## config.mk

```make
export PLATFORM = sky130hd
export DESIGN_NAME = vcm_sweep_ctrl
export DESIGN_NICKNAME = d
export VERILOG_FILES = /design/src/rtl/vcm_sweep_ctrl.sv
export SDC_FILE = /design/constraint.sdc
export NUM_CORES = 1
export LEC_CHECK = 0
export CORE_MARGIN = 1.5
export CORE_UTILIZATION = 59
export DETAILED_ROUTE_END_ITERATION = 10
export PLACE_DENSITY = 0.95
export SLEW_MARGIN = 25
export SYNTH_ARGS = -nofsm -noshare
export SYNTH_HDL_FRONTEND = slang
export SYNTH_SLANG_ARGS = --single-unit
```

## constraint.sdc

```tcl
create_clock -name CLK_50 -period 6.25 [get_ports CLK_50]
set_input_delay 1.25 -clock CLK_50 [delete_from_list [all_inputs] [get_ports CLK_50]]
set_output_delay 1.25 -clock CLK_50 [all_outputs]
set_load 0.02 [all_outputs]
```

## src/rtl/vcm_sweep_ctrl.sv

```systemverilog
// vcm_sweep_ctrl: VCM focus-sweep sequencer (REQ/ACK code writes, settle timer, abort).
// Define VCM_PEAK_TRACK_EN to add the MEASURE state and BEST_POS peak tracking.
module vcm_sweep_ctrl #(
   parameter int DATA_W   = 10,
   parameter int STEP_W   = 10,
   parameter int SETTLE_W = 20,
   parameter int FOCUS_W  = 16
) (
   input  logic                CLK_50,
   input  logic                RESET,
   input  logic                START,
   input  logic                ABORT,
   input  logic [1:0]          MODE,
   input  logic [DATA_W-1:0]   POS_MIN,
   input  logic [DATA_W-1:0]   POS_MAX,
   input  logic [DATA_W-1:0]   STEP_SIZE,
   input  logic [SETTLE_W-1:0] SETTLE,
   output logic                VCM_REQ,
   output logic [15:0]         VCM_DATA,
   input  logic                VCM_ACK,
   input  logic [FOCUS_W-1:0]  FOCUS_VAL,
   input  logic                FOCUS_VLD,
   output logic [STEP_W-1:0]   STEP,
   output logic                BUSY,
   output logic                DONE,
   output logic [DATA_W-1:0]   BEST_POS
);

   // state      | meaning
   // ST_IDLE    | waiting for START, config not latched
   // ST_REQ     | VCM_REQ high, waiting for VCM_ACK
   // ST_SETTLE  | settle down-counter running after an ACK
   // ST_MEASURE | waiting for FOCUS_VLD (peak tracking builds only)
   // ST_NEXT    | one cycle: compute next code / direction / finish
   // ST_DONE    | one-cycle DONE pulse
   typedef enum logic [2:0] {
      ST_IDLE, ST_REQ, ST_SETTLE, ST_MEASURE, ST_NEXT, ST_DONE
   } state_t;

   state_t state, state_nxt;

   logic [1:0]          mode_q;
   logic [DATA_W-1:0]   min_q, max_q, step_q;
   logic [SETTLE_W-1:0] settle_q, settle_cnt;
   logic [DATA_W-1:0]   pos, pos_nxt;
   logic                dir_up, dir_nxt;
   logic                abort_pend;
   logic [STEP_W-1:0]   step_cnt;

   logic [DATA_W:0]     up_sum, dn_diff;
   logic [DATA_W-1:0]   up_pos, dn_pos;
   logic                up_end, dn_end, degen;

   // One extra bit so the sum cannot wrap and the difference flags underflow.
   always_comb begin
      up_sum  = {1'b0, pos} + {1'b0, step_q};
      dn_diff = {1'b0, pos} - {1'b0, step_q};
      up_pos  = (up_sum > {1'b0, max_q}) ? max_q : up_sum[DATA_W-1:0];
      dn_pos  = (dn_diff[DATA_W] || (dn_diff[DATA_W-1:0] < min_q)) ? min_q
                                                                   : dn_diff[DATA_W-1:0];
   end

   assign up_end = (pos >= max_q);
   assign dn_end = (pos <= min_q);
   assign degen  = (max_q <= min_q);

   always_comb begin
      state_nxt = state;
      pos_nxt   = pos;
      dir_nxt   = dir_up;
      case (state)
         ST_IDLE: begin
            if (START) state_nxt = ST_REQ;
         end
         ST_REQ: begin
            if (VCM_ACK) state_nxt = (abort_pend || ABORT) ? ST_DONE : ST_SETTLE;
         end
         ST_SETTLE: begin
            if (ABORT) begin
               state_nxt = ST_DONE;
            end else if (settle_cnt == '0) begin
`ifdef VCM_PEAK_TRACK_EN
               state_nxt = ST_MEASURE;
`else
               state_nxt = ST_NEXT;
`endif
            end
         end
         ST_MEASURE: begin
`ifdef VCM_PEAK_TRACK_EN
            if (ABORT)          state_nxt = ST_DONE;
            else if (FOCUS_VLD) state_nxt = ST_NEXT;
`else
            state_nxt = ST_NEXT;
`endif
         end
         ST_NEXT: begin
            if (ABORT || degen || (mode_q == 2'd2)) begin
               state_nxt = ST_DONE;
            end else if (dir_up) begin
               if (!up_end) begin
                  pos_nxt   = up_pos;
                  state_nxt = ST_REQ;
               end else if (mode_q == 2'd0) begin
                  state_nxt = ST_DONE;
               end else begin
                  // Reverse and step at once so the end code is not written twice.
                  dir_nxt   = 1'b0;
                  pos_nxt   = dn_pos;
                  state_nxt = ST_REQ;
               end
            end else begin
               if (!dn_end) begin
                  pos_nxt   = dn_pos;
                  state_nxt = ST_REQ;
               end else if (mode_q == 2'd3) begin
                  dir_nxt   = 1'b1;
                  pos_nxt   = up_pos;
                  state_nxt = ST_REQ;
               end else begin
                  state_nxt = ST_DONE;
               end
            end
         end
         ST_DONE: begin
            state_nxt = ST_IDLE;
         end
         default: begin
            state_nxt = ST_IDLE;
         end
      endcase
   end

   always_ff @(posedge CLK_50) begin
      if (RESET) begin
         state      <= ST_IDLE;
         mode_q     <= '0;
         min_q      <= '0;
         max_q      <= '0;
         step_q     <= '0;
         settle_q   <= '0;
         settle_cnt <= '0;
         pos        <= '0;
         dir_up     <= 1'b1;
         abort_pend <= 1'b0;
         step_cnt   <= '0;
      end else begin
         state <= state_nxt;
         case (state)
            ST_IDLE: begin
               if (START) begin
                  mode_q     <= MODE;
                  min_q      <= POS_MIN;
                  max_q      <= POS_MAX;
                  step_q     <= (STEP_SIZE == '0) ? DATA_W'(1) : STEP_SIZE;
                  settle_q   <= SETTLE;
                  pos        <= POS_MIN;
                  dir_up     <= 1'b1;
                  abort_pend <= 1'b0;
                  step_cnt   <= '0;
               end
            end
            ST_REQ: begin
               // Abort is held until the in-flight write is acknowledged.
               if (ABORT) abort_pend <= 1'b1;
               if (VCM_ACK) begin
                  if (step_cnt != '1) step_cnt <= step_cnt + STEP_W'(1);
                  settle_cnt <= settle_q;
               end
            end
            ST_SETTLE: begin
               if (settle_cnt != '0) settle_cnt <= settle_cnt - SETTLE_W'(1);
            end
            ST_NEXT: begin
               pos    <= pos_nxt;
               dir_up <= dir_nxt;
            end
            default: begin
            end
         endcase
      end
   end

   assign VCM_REQ  = (state == ST_REQ);
   assign BUSY     = (state != ST_IDLE);
   assign DONE     = (state == ST_DONE);
   assign STEP     = step_cnt;
   assign VCM_DATA = {2'b00, pos, {(14-DATA_W){1'b0}}};

`ifdef VCM_PEAK_TRACK_EN
   logic [FOCUS_W-1:0] best_val;
   logic [DATA_W-1:0]  best_pos;

   // Strict compare: a tie keeps the earlier code.
   always_ff @(posedge CLK_50) begin
      if (RESET) begin
         best_val <= '0;
         best_pos <= '0;
      end else if ((state == ST_IDLE) && START) begin
         best_val <= '0;
         best_pos <= POS_MIN;
      end else if ((state == ST_MEASURE) && FOCUS_VLD && (FOCUS_VAL > best_val)) begin
         best_val <= FOCUS_VAL;
         best_pos <= pos;
      end
   end

   assign BEST_POS = best_pos;
`else
   logic unused_focus;
   assign unused_focus = &{1'b0, FOCUS_VAL, FOCUS_VLD};
   assign BEST_POS     = '0;
`endif

endmodule

```

==> run metrics <==
outcome=completed; Clock Pin Slew Worst Setup and Hold Paths=0.07 ns; Syn Std Cell Area=6734 um2; CTS tree=yes; WHS Path Cells=2; post-cts resize count=0; fin crit period=4.690 ns; Placed Instances=1068; Final Power=2.415 mW; fin nets=1086; CP endpoint kind=register; via count=6618; clk_skew=0.01081 ns; most frequent cell after synthesis=nand2_1; Max Slew Vio Count=0; TNS Setup=0 ns; Non-Filler Instances=1083; crit path kind=reg2reg; initial cell density of the core=61.31%; synthesis-to-finish area growth=15.92%; HP Class=reg2reg; CP required=6.46 ns; Main synth FF type=dfxtp_1; Synth area leaders=dfxtp_1 (29%), ha_1 (13%), nand2_1 (8.2%); die area=12060 um2; row cnt=38; Synth top area share=28.84%; # DRC=0; P_leak=3.093 nW; leading area contributor after synthesis=dfxtp_1; Slew headroom=25.30%; TritonCTS buffer count=9; setup repair bufs after CTS=0; Final Hold Fails=0; first-pass GRT wire length=28.70 mm; sequential cell area fraction in the yosys report=28.84%; worst-margin pin slew=1.092 ns; Post-Synthesis Cells=886; initial antenna violation count=0; Synth top cells by count=nand2_1 (147), dfxtp_1 (97), a21oi_1 (95); Setup crit start kind=register; die height=109.8 um; Total Wirelength=17.81 mm; crit path max fanout=17; cts hold-fix bufs=0; I/O Pins=113; slack of the critical path=1.560 ns; H-Tree Depth=3; register bit count reported by yosys=97; largest net degree at the start of global routing=53; GP Congestion=0.9598; routed vias/inst=6.111; n_diodes=0; core area=10980 um2; DR WL/cell=16.44 um; fmax=213.2 MHz; Worst R2R Path Depth=15; final core utilization=71.08%; drt pass-1 iters=5; CTS Root Cell=clkbuf_16; DP HPWL=13.00 mm; clk sinks=97; port bufs=79; Final Cycle Share=75.04%; RSZ-0062 raised after global routing=false; Synthesis Warnings=0; # Max-Cap Violations=0; vias in the first global route=5969; EDFF count, synth=0; clk_lat worst skew=0.36 ns; async set-reset flop share out of synthesis=0%; Syn Area/Cell=7.600 um2; Netlist cell types=69; Worst VDD drop=224.0 uV; layout cells sized above 1=4.136%; pre-CTS setup slack=1.660 ns; setup violators final=0; antenna viol nets, final=0; Filler Cells Inserted=854; final global-route overflow total=0; initial DRC count=604; GRT Total Usage=30.49%; Die Width=109.8 um; CP arrival=4.90 ns; PwrDens=309.3 nW/um2; CTS max path bufs=2
-- cell families after synthesis --
family	after synthesis	synth area share, %
buffers and inverters	107	7.209
DFF	97	28.84
and+or+nand+nor	323	21.96
other	1	0.05569
AOI/OAI and AO/OA	254	23.84
muxes	10	1.579
adders and majority gates	73	13.79
xor gates and xnor gates	21	2.731
-- worst max-delay path, stage by stage (launching register included) --
cell and delay [ns]:
dfxtp_1 0.50, inv_1 0.16, fa_1 0.47, o21ba_2 0.23, or4_1 0.42, a31oi_1 0.24
xnor2_1 0.19, ha_1 0.29, a21o_1 0.16, a2111oi_0 0.41, o21ai_0 0.15, a221o_1 0.57
mux2i_1 0.22, o21ai_0 0.09, a311oi_1 0.31, a211oi_1 0.12
-- cell type report --
class                   instances  area (um2)  share of cell area [%]
clock buffers                   9       225.2                   2.885
clock inverters                 6       73.82                  0.9457
inverters                      49       183.9                   2.356
multi-input cells             697        4375                   56.05
flip-flops and latches         97        1942                   24.88
well taps                     140       175.2                   2.244
repair buffers                 85       830.8                   10.64
-- registers in the layout, summed over array words and instances, names as in the netlist --
signal	flops
settle_cnt	20
dir_up	1
step_q	10
min_q	10
settle_q	20
state	3
pos	10
mode_q	2
abort_pend	1
max_q	10
STEP	10
-- layer usage --
layer	wire length, um	up-vias	global-route usage (%)
li1	-	3232	-
met1	7540	3057	39.02
met2	8297	297	50.80
met3	1589	32	6.817
met4	379	0	9.647
met5	0	-	0
-- where the power goes --
| group | internal [mW] | switching (mW) |
|---|---|---|
| combinational | 0.453 | 0.641 |
| clock | 0.314 | 0.258 |
| sequential | 0.676 | 0.0729 |
-- metrics by stage --
step                area [um2]  hold WS [ns]
floorplan                 6790        0.4332
global placement          7507        0.4419
detailed placement        7507        0.4484
CTS                       7806        0.4583
global route              7806        0.4834
finish                    7806        0.4582
-- final timing paths --
kind	startpoint	endpoint	slack (ns)
max	pos[1]	pos[0]	1.56
min	settle_q[6]	settle_q[6]	0.46
max reg2reg	pos[1]	pos[0]	1.56
min reg2reg	settle_q[6]	settle_q[6]	0.46
-- layout by cell type, fill, tap and decap left out, drive strengths merged, types with 5 or more instances in the layout --
cell / netlist / routed
dfxtp: 97 / 97
a22o: 5 / 5
clkbuf: 32 / 9
a31oi: 5 / 5
nand2: 147 / 147
xor2: 9 / 9
and3: 7 / 7
mux2i: 5 / 5
nand4: 6 / 6
buf: 26 / 7
mux2: 5 / 5
a211oi: 27 / 27
nor2b: 8 / 8
nand2b: 11 / 11
a221oi: 6 / 6
a21o: 8 / 8
nand3: 11 / 11
or3: 10 / 10
o21ai: 47 / 47
or4: 5 / 5
a22oi: 5 / 5
nor3: 21 / 21
clkdlybuf4s50: 0 / 78
o22ai: 5 / 5
o211ai: 9 / 9
a21oi: 95 / 95
ha: 71 / 71
o21a: 7 / 7
nor4: 6 / 6
nor2: 77 / 77
inv: 49 / 52
conb: 1 / 16
xnor2: 12 / 12
Power figures use the tool's default switching activity.
